--- src/rtl/sync_ram_be.sv ---
// sync_ram_be: single-port synchronous RAM with byte-enable writes, a
// registered read port with a valid strobe, and a post-reset clear sweep
// that zeroes every word before requests are served.
// Optional feature macro: RAM_OUT_REG_EN adds a second output register
// stage (read latency 2 instead of 1).
module sync_ram_be #(
    parameter int unsigned DATA_W = 32,
    parameter int unsigned ADDR_W = 4
) (
    input  logic                  clk,
    input  logic                  rst,
    input  logic                  enable,
    input  logic                  we,
    input  logic [ADDR_W-1:0]     addr,
    input  logic [DATA_W/8-1:0]   be,
    input  logic [DATA_W-1:0]     Data_in,
    output logic [DATA_W-1:0]     Data_out,
    output logic                  valid,
    output logic                  busy
);

    localparam int unsigned BE_W  = DATA_W / 8;
    localparam int unsigned DEPTH = 2 ** ADDR_W;

    typedef enum logic {
        INIT,
        IDLE
    } state_t;

    state_t              state;
    logic [ADDR_W-1:0]   clr_ptr;
    logic [DATA_W-1:0]   mem [DEPTH];
    logic [DATA_W-1:0]   rd_data;
    logic                rd_valid;

    // Control FSM: clear sweep after reset, then serve reads with a one-cycle valid pulse.
    always_ff @(posedge clk) begin
        if (rst) begin
            state    <= INIT;
            clr_ptr  <= '0;
            busy     <= 1'b1;
            rd_valid <= 1'b0;
            rd_data  <= '0;
        end else begin
            case (state)
                INIT: begin
                    rd_valid <= 1'b0;
                    clr_ptr  <= clr_ptr + ADDR_W'(1);
                    if (clr_ptr == ADDR_W'(DEPTH - 1)) begin
                        state <= IDLE;
                        busy  <= 1'b0;
                    end
                end
                IDLE: begin
                    rd_valid <= enable && !we;
                    if (enable && !we) begin
                        rd_data <= mem[addr];
                    end
                end
                default: begin
                    state <= INIT;
                    busy  <= 1'b1;
                end
            endcase
        end
    end

    // Storage: sweep zeroes one word per cycle during INIT, byte-lane writes in IDLE.
    always_ff @(posedge clk) begin
        if (!rst) begin
            if (state == INIT) begin
                mem[clr_ptr] <= '0;
            end else if (enable && we) begin
                for (int i = 0; i < BE_W; i++) begin
                    if (be[i]) begin
                        mem[addr][i*8 +: 8] <= Data_in[i*8 +: 8];
                    end
                end
            end
        end
    end

`ifdef RAM_OUT_REG_EN
    // Extra output stage; reset flushes any read still in flight.
    always_ff @(posedge clk) begin
        if (rst) begin
            Data_out <= '0;
            valid    <= 1'b0;
        end else begin
            valid <= rd_valid;
            if (rd_valid) begin
                Data_out <= rd_data;
            end
        end
    end
`else
    // Single output stage: the read register drives the port directly.
    always_comb begin
        Data_out = rd_data;
        valid    = rd_valid;
    end
`endif

endmodule

--- config.mk ---
export PLATFORM = sky130hd
export DESIGN_NAME = sync_ram_be
export DESIGN_NICKNAME = d
export VERILOG_FILES = /design/src/rtl/sync_ram_be.sv
export SDC_FILE = /design/constraint.sdc
export NUM_CORES = 1
export LEC_CHECK = 0
export CAP_MARGIN = 30
export CORE_ASPECT_RATIO = 0.7
export CORE_MARGIN = 3
export CORE_UTILIZATION = 55
export CTS_BUF_LIST = sky130_fd_sc_hd__clkbuf_4
export CTS_CLUSTER_DIAMETER = 60
export CTS_CLUSTER_SIZE = 8
export DETAILED_ROUTE_END_ITERATION = 8
export HOLD_SLACK_MARGIN = 0.02
export PLACE_DENSITY = 0.83
export RECOVER_POWER = 100
export SLEW_MARGIN = 10
export SYNTH_ARGS = -nofsm -noshare
export SYNTH_HDL_FRONTEND = slang
export SYNTH_SLANG_ARGS = --single-unit
--- constraint.sdc ---
create_clock -name clk -period 3.8 [get_ports clk]
set_clock_uncertainty 0.2 [all_clocks]
set_input_delay 0.76 -clock clk [delete_from_list [all_inputs] [get_ports clk]]
set_output_delay 0.76 -clock clk [all_outputs]
set_load 0.1 [all_outputs]
Yosys cells after proc, flatten, opt, wreduce, memory -nomap -nowiden
Memories as Yosys holds them, arrays and structs flattened. A register that Yosys moved wholly into a read port is not among the register bits.
Cells that the tools add are included.
{ "classes": {"addsub": 1, "n_mul": 0, "div": 0, "magnitude_cmp": 0, "eq_ne": 1, "shift": 0, "n_mux": 29, "bitwise_logic": 1, "reduce_logical": 6} }
{ "ops": {"columns": ["op", "count"], "rows": [
  ["2-to-1 mux 32 bit", 1],
  ["OR reduction 32 bit", 1],
  ["2-to-1 mux 1 bit", 25],
  ["2-to-1 mux 4 bit", 2],
  ["adder 4 x 1 -> 4 bit (second input constant)", 1],
  ["== test 4 bit (second input constant)", 1],
  ["AND reduction 2 bit", 2],
  ["logical AND 1 bit", 2],
  ["case mux 1 bit (2 select lines)", 1],
  ["zero test 1 bit", 1],
  ["NOT 1 bit", 1]
]} }
{ "word_totals": {"reg_bits": 7, "latchBits": 0, "mem_bits_rw": 512, "romBits": 0, "input_bits": 44, "output_inout_bits": 34, "word_cells": 43, "n_memories": 1} }
{ "memory_table": {"columns": ["name", "words", "word_bits", "rd", "rd_ports_with_merged_regs", "write_ports", "line", "source"], "rows": [
  ["mem", 16, 32, 1, 1, 1, "32", "logic [DATA_W-1:0] mem [DEPTH];"]
]} }

Depth between registers and ports, before layout
{ "logic_depth": {"word_depth": 7, "mapped_depth": 7, "ltp_nobuf": 4} }

Worst setup path before layout
Ideal clock, no wire load.
{ "synth_path": {"path_type": "input to register", "from": "input port we", "to": "memory mem[14][10] (enable)", "setup_time_ns": 0.383, "arrival_ns": 2.422, "required_time_ns": 3.217, "setup_slack_ns": 0.795, "stages": 5, "path_buffers": 1, "path_cell_list": "nand2_1 -> nor4_4 -> mux2_2 -> buf_2 -> nor3_1"} }
{ "synth_between": {"elab_chain_len": 7, "word_cells_on_any_way": 20, "cone_classes": "18 x mux; 2 x reduce/logical"} }
{ "synth_rtl": {"columns": ["item", "line", "source"], "rows": [
  ["start, declared", "13", "input logic we,"],
  ["logical AND 1 bit *", "73", "end else if (enable && we) begin"],
  ["2-to-1 mux 1 bit", "73", null],
  ["2-to-1 mux 1 bit", "71", "if (state == INIT) begin"],
  ["2-to-1 mux 1 bit", "70", "if (!rst) begin"],
  ["2-to-1 mux 1 bit (implied by the code)", "76", "mem[addr][i*8 +: 8] <= Data_in[i*8 +: 8];"],
  ["OR reduction 32 bit (no source line)", null, null],
  ["2-to-1 mux 4 bit (no source line)", null, null],
  ["end, declared", "32", null]
]} }
Mark *: on every way between the ends. The rest lies on a longest branch, timed or not.

Final worst setup path
{ "layout_path": {"from": "register state", "to": "memory mem[0][22] (enable)"} }
{ "layout_between": {"elab_chain_len": 5, "word_cells_on_any_way": 18, "cone_classes": "17 x mux; 1 x reduce/logical"} }
{ "layout_rtl": {"columns": ["item", "line", "source"], "rows": [
  ["start, declared", "30", "state_t state;"],
  ["start signal, assigned", "39", "state <= INIT;"],
  ["start signal, assigned", "50", "state <= IDLE;"],
  ["start signal, assigned", "61", "state <= INIT;"],
  ["2-to-1 mux 1 bit", "71", null],
  ["2-to-1 mux 1 bit", "70", null],
  ["2-to-1 mux 1 bit (implied by the code)", "76", null],
  ["OR reduction 32 bit (no source line)", null, null],
  ["2-to-1 mux 4 bit (no source line)", null, null]
]} }
Parallel ways exist; a longest one is shown, timed or not.

==> metrics.txt <==
status finished, final reports clean; Routed WL roughly 46 mm; switch share 21.2%; core area between 30000 and 40000 um2; TritonCTS clock tree yes; Tightest Pin Transition 1.17 ns; largest net degree at the start of global routing 78; unique cell type count in the Yosys netlist 31; post-synthesis cell count 1024; final worst slack roughly 0.25 ns; Detailed Routing Iterations Pass 1 5; CP max FO 11; H-tree Lvls 3; PD cells 444 nW/um2; Setup Viol. Count Final 0; CP arrival 3.84 ns; Starting DRT DRC Count 1316; max-cap viol count 0; max-slew violation count 0; storage element area 16200 um2; Mapped Area 21400 um2; Period minus WS final 3.55 ns; number of synthesized register bits between 500 and 600; placed insts 1652; sequential area share after synthesis between 70% and 80%; total power between 10 and 15 mW; final worst-path cycle share 93.3%; via count 10985; VDD IR-drop max 255 uV; Multi-input gate area 4930 um2; commonest non-fill, non-tap cell in the layout edfxtp_1; clk buf depth 3; number of port buffers 77; Clock Latency Late Sink 0.79 ns; final non-filler cell total 1799; Ys Warns 0; r2r startpoint state$_SDFF_PP0_; Int Pwr 8.47 mW; Startpoint Class register; combinational share of power 4.7%; Synth area leaders edfxtp_1 (72%), mux4_2 (13%), dfxtp_1 (3.6%), mux2_2 (1.7%), mux2i_1 (1.6%); Clk pin slew, worst setup/hold paths around 0.10 ns; share of layout cells above drive strength 1 roughly 30%; FP Rows slightly below 60; DRT antenna net count 0; Finished Core Util 64.1%; Avg Synthesized Cell Area ~21 um2; grt ovf 0; Setup Crit Path Kind register to register; Critical Path Sink Type register; Die Ht around 170 um; Clock power frac between 30 and 40%; Fin. Hold Viols 0; DRC viols 0; R2R cell count 7; Seq pwr share 61.5%; Layout area overhead 13.2%; hold buffers post-CTS 0; top cell type's share of synthesized area between 70% and 80%; Initial Util 56.6%; Nets 1260; post-CTS setup buffer count 0; Worst Hold Class input pin to register; Hold Worst Slack roughly 0.21 ns; initial antenna violation count 2; CTS buffer count 78; vias in the first global route 11146; design area 24200 um2; CTS Sinks 551; root buffer cell clkbuf_4; global-route wire length before repair 69.6 mm; Hold Startpoint addr[1]; worst reg-to-reg setup slack 0.25 ns; post-DP HPWL between 20 and 30 mm; FMAX roughly 280 MHz; Placed Area 23300 um2; Psw approximately 2.3 mW; most frequent cells in the layout edfxtp_1 (512), clkbuf_4 (144), mux4_2 (128); post-synth net total around 1100; Worst EP required 4.09 ns; GP Congestion 0.784; Slew HR about 22%; total track usage 22.7%; Die W ~240 um; r2r endpoint mem[0][22]$_DFFE_PP_; unrepaired setup endpoints after global routing no; TNS Setup 0 ns; drt via density roughly 6.1; post_cts resized 0; FILL cells 2543; Top Ports 78; Synth area leader edfxtp_1; Die ar. 41300 um2; Worst Hold Endpoint Data_out[7]$_SDFFE_PP0P_; cell leakage power between 8 and 9 nW; pre-CTS setup slack -0.00817 ns; routed len/inst 25.4 um; hold path depth 3
Yosys cell counts:
library cell / instances
mux4_2: 128
edfxtp_1: 512
xnor2_1: 1
ha_1: 1
nand3_1: 6
a22oi_1: 32
inv_1: 2
a21o_1: 4
clkbuf_1: 31
buf_6: 2
o21ai_0: 33
mux2_2: 33
nor4_2: 1
a21oi_1: 1
dfxtp_1: 39
nor2_1: 8
mux2i_1: 35
a31oi_1: 1
mux2i_2: 5
nor4_4: 1
nand2_1: 4
buf_2: 20
nor3_2: 9
buf_4: 6
nand2b_1: 1
nor2b_1: 10
and2_1: 34
buf_1: 6
xor2_1: 2
and4bb_2: 1
nor3_1: 55
per-layer routing:
layer	part of all wire (%)	GRT usage [%]	vias to the layer above	wire [um]
li1	-	-	4655	-
met1	42	33.6	5675	19300
met2	46	33.7	585	21000
met3	10	7.00	68	4670
met4	1.8	5.74	2	817
met5	0.026	0	-	12
power by group through the flow:
stage                     logic [mW]  registers [mW]  clock network [mW]
after global placement         0.508            6.75                   0
after floorplan                0.326            6.74                   0
final                          0.508            6.61                3.63
after CTS                      0.524            6.61                3.69
after global routing           0.541            6.62                3.99
after detailed placement       0.522            6.75                   0
worst max-delay path: stages (launching register included):
cell	delay [ns]
dfxtp_1	0.61
inv_1	0.17
nor4_1	0.63
buf_4	0.32
mux2i_2	0.39
clkbuf_1	0.51
nor3_1	0.16
clkbuf_2	0.27
worst max path at each step:
stage / from / end / slack [ns] / depth (start not counted)
final: state$_SDFF_PP0_ / mem[0][22]$_DFFE_PP_ / 0.25 / 7
after global routing: state$_SDFF_PP0_ / mem[4][19]$_DFFE_PP_ / 0.21 / 5
after CTS: Data_out[25]$_SDFFE_PP0P_ / Data_out[25] / 0.45 / 1
after detailed placement: enable / mem[1][6]$_DFFE_PP_ / -0.008 / 7
after global placement: we / mem[8][30]$_DFFE_PP_ / -0.05 / 7
after floorplan: we / mem[14][10]$_DFFE_PP_ / 0.79 / 5
sequential cells by signal, indices dropped and copies added (netlist names):
name and count:
Data_out 32, busy 1, clr_ptr 4, mem 512, state 1, valid 1
cell families (layout without fill, tap and decap cells):
kind of cell | after synthesis | count (layout) | synth area share (%)
AOI/OAI and AO/OA | 71 | 71 | 2.09
xor gates and xnor gates | 3 | 3 | 0.123
adders and majority gates | 1 | 1 | 0.0585
buffers and inverters | 67 | 322 | 1.47
DFF | 551 | 551 | 75.5
muxes | 201 | 201 | 17.2
other | 0 | 2 | 0
and+or+nand+nor | 130 | 130 | 3.59
layout make-up:
cell class	instances	share of cell area (%)
clock buffer	140	4.34
timing repair buffer	176	5.82
multi-input combinational	406	20.4
sequential	551	66.7
clock inverter	4	0.0620
inverter	2	0.0310
tap	518	2.68
antenna	2	0.0207
Note: power is estimated with default switching activity, not from simulation.
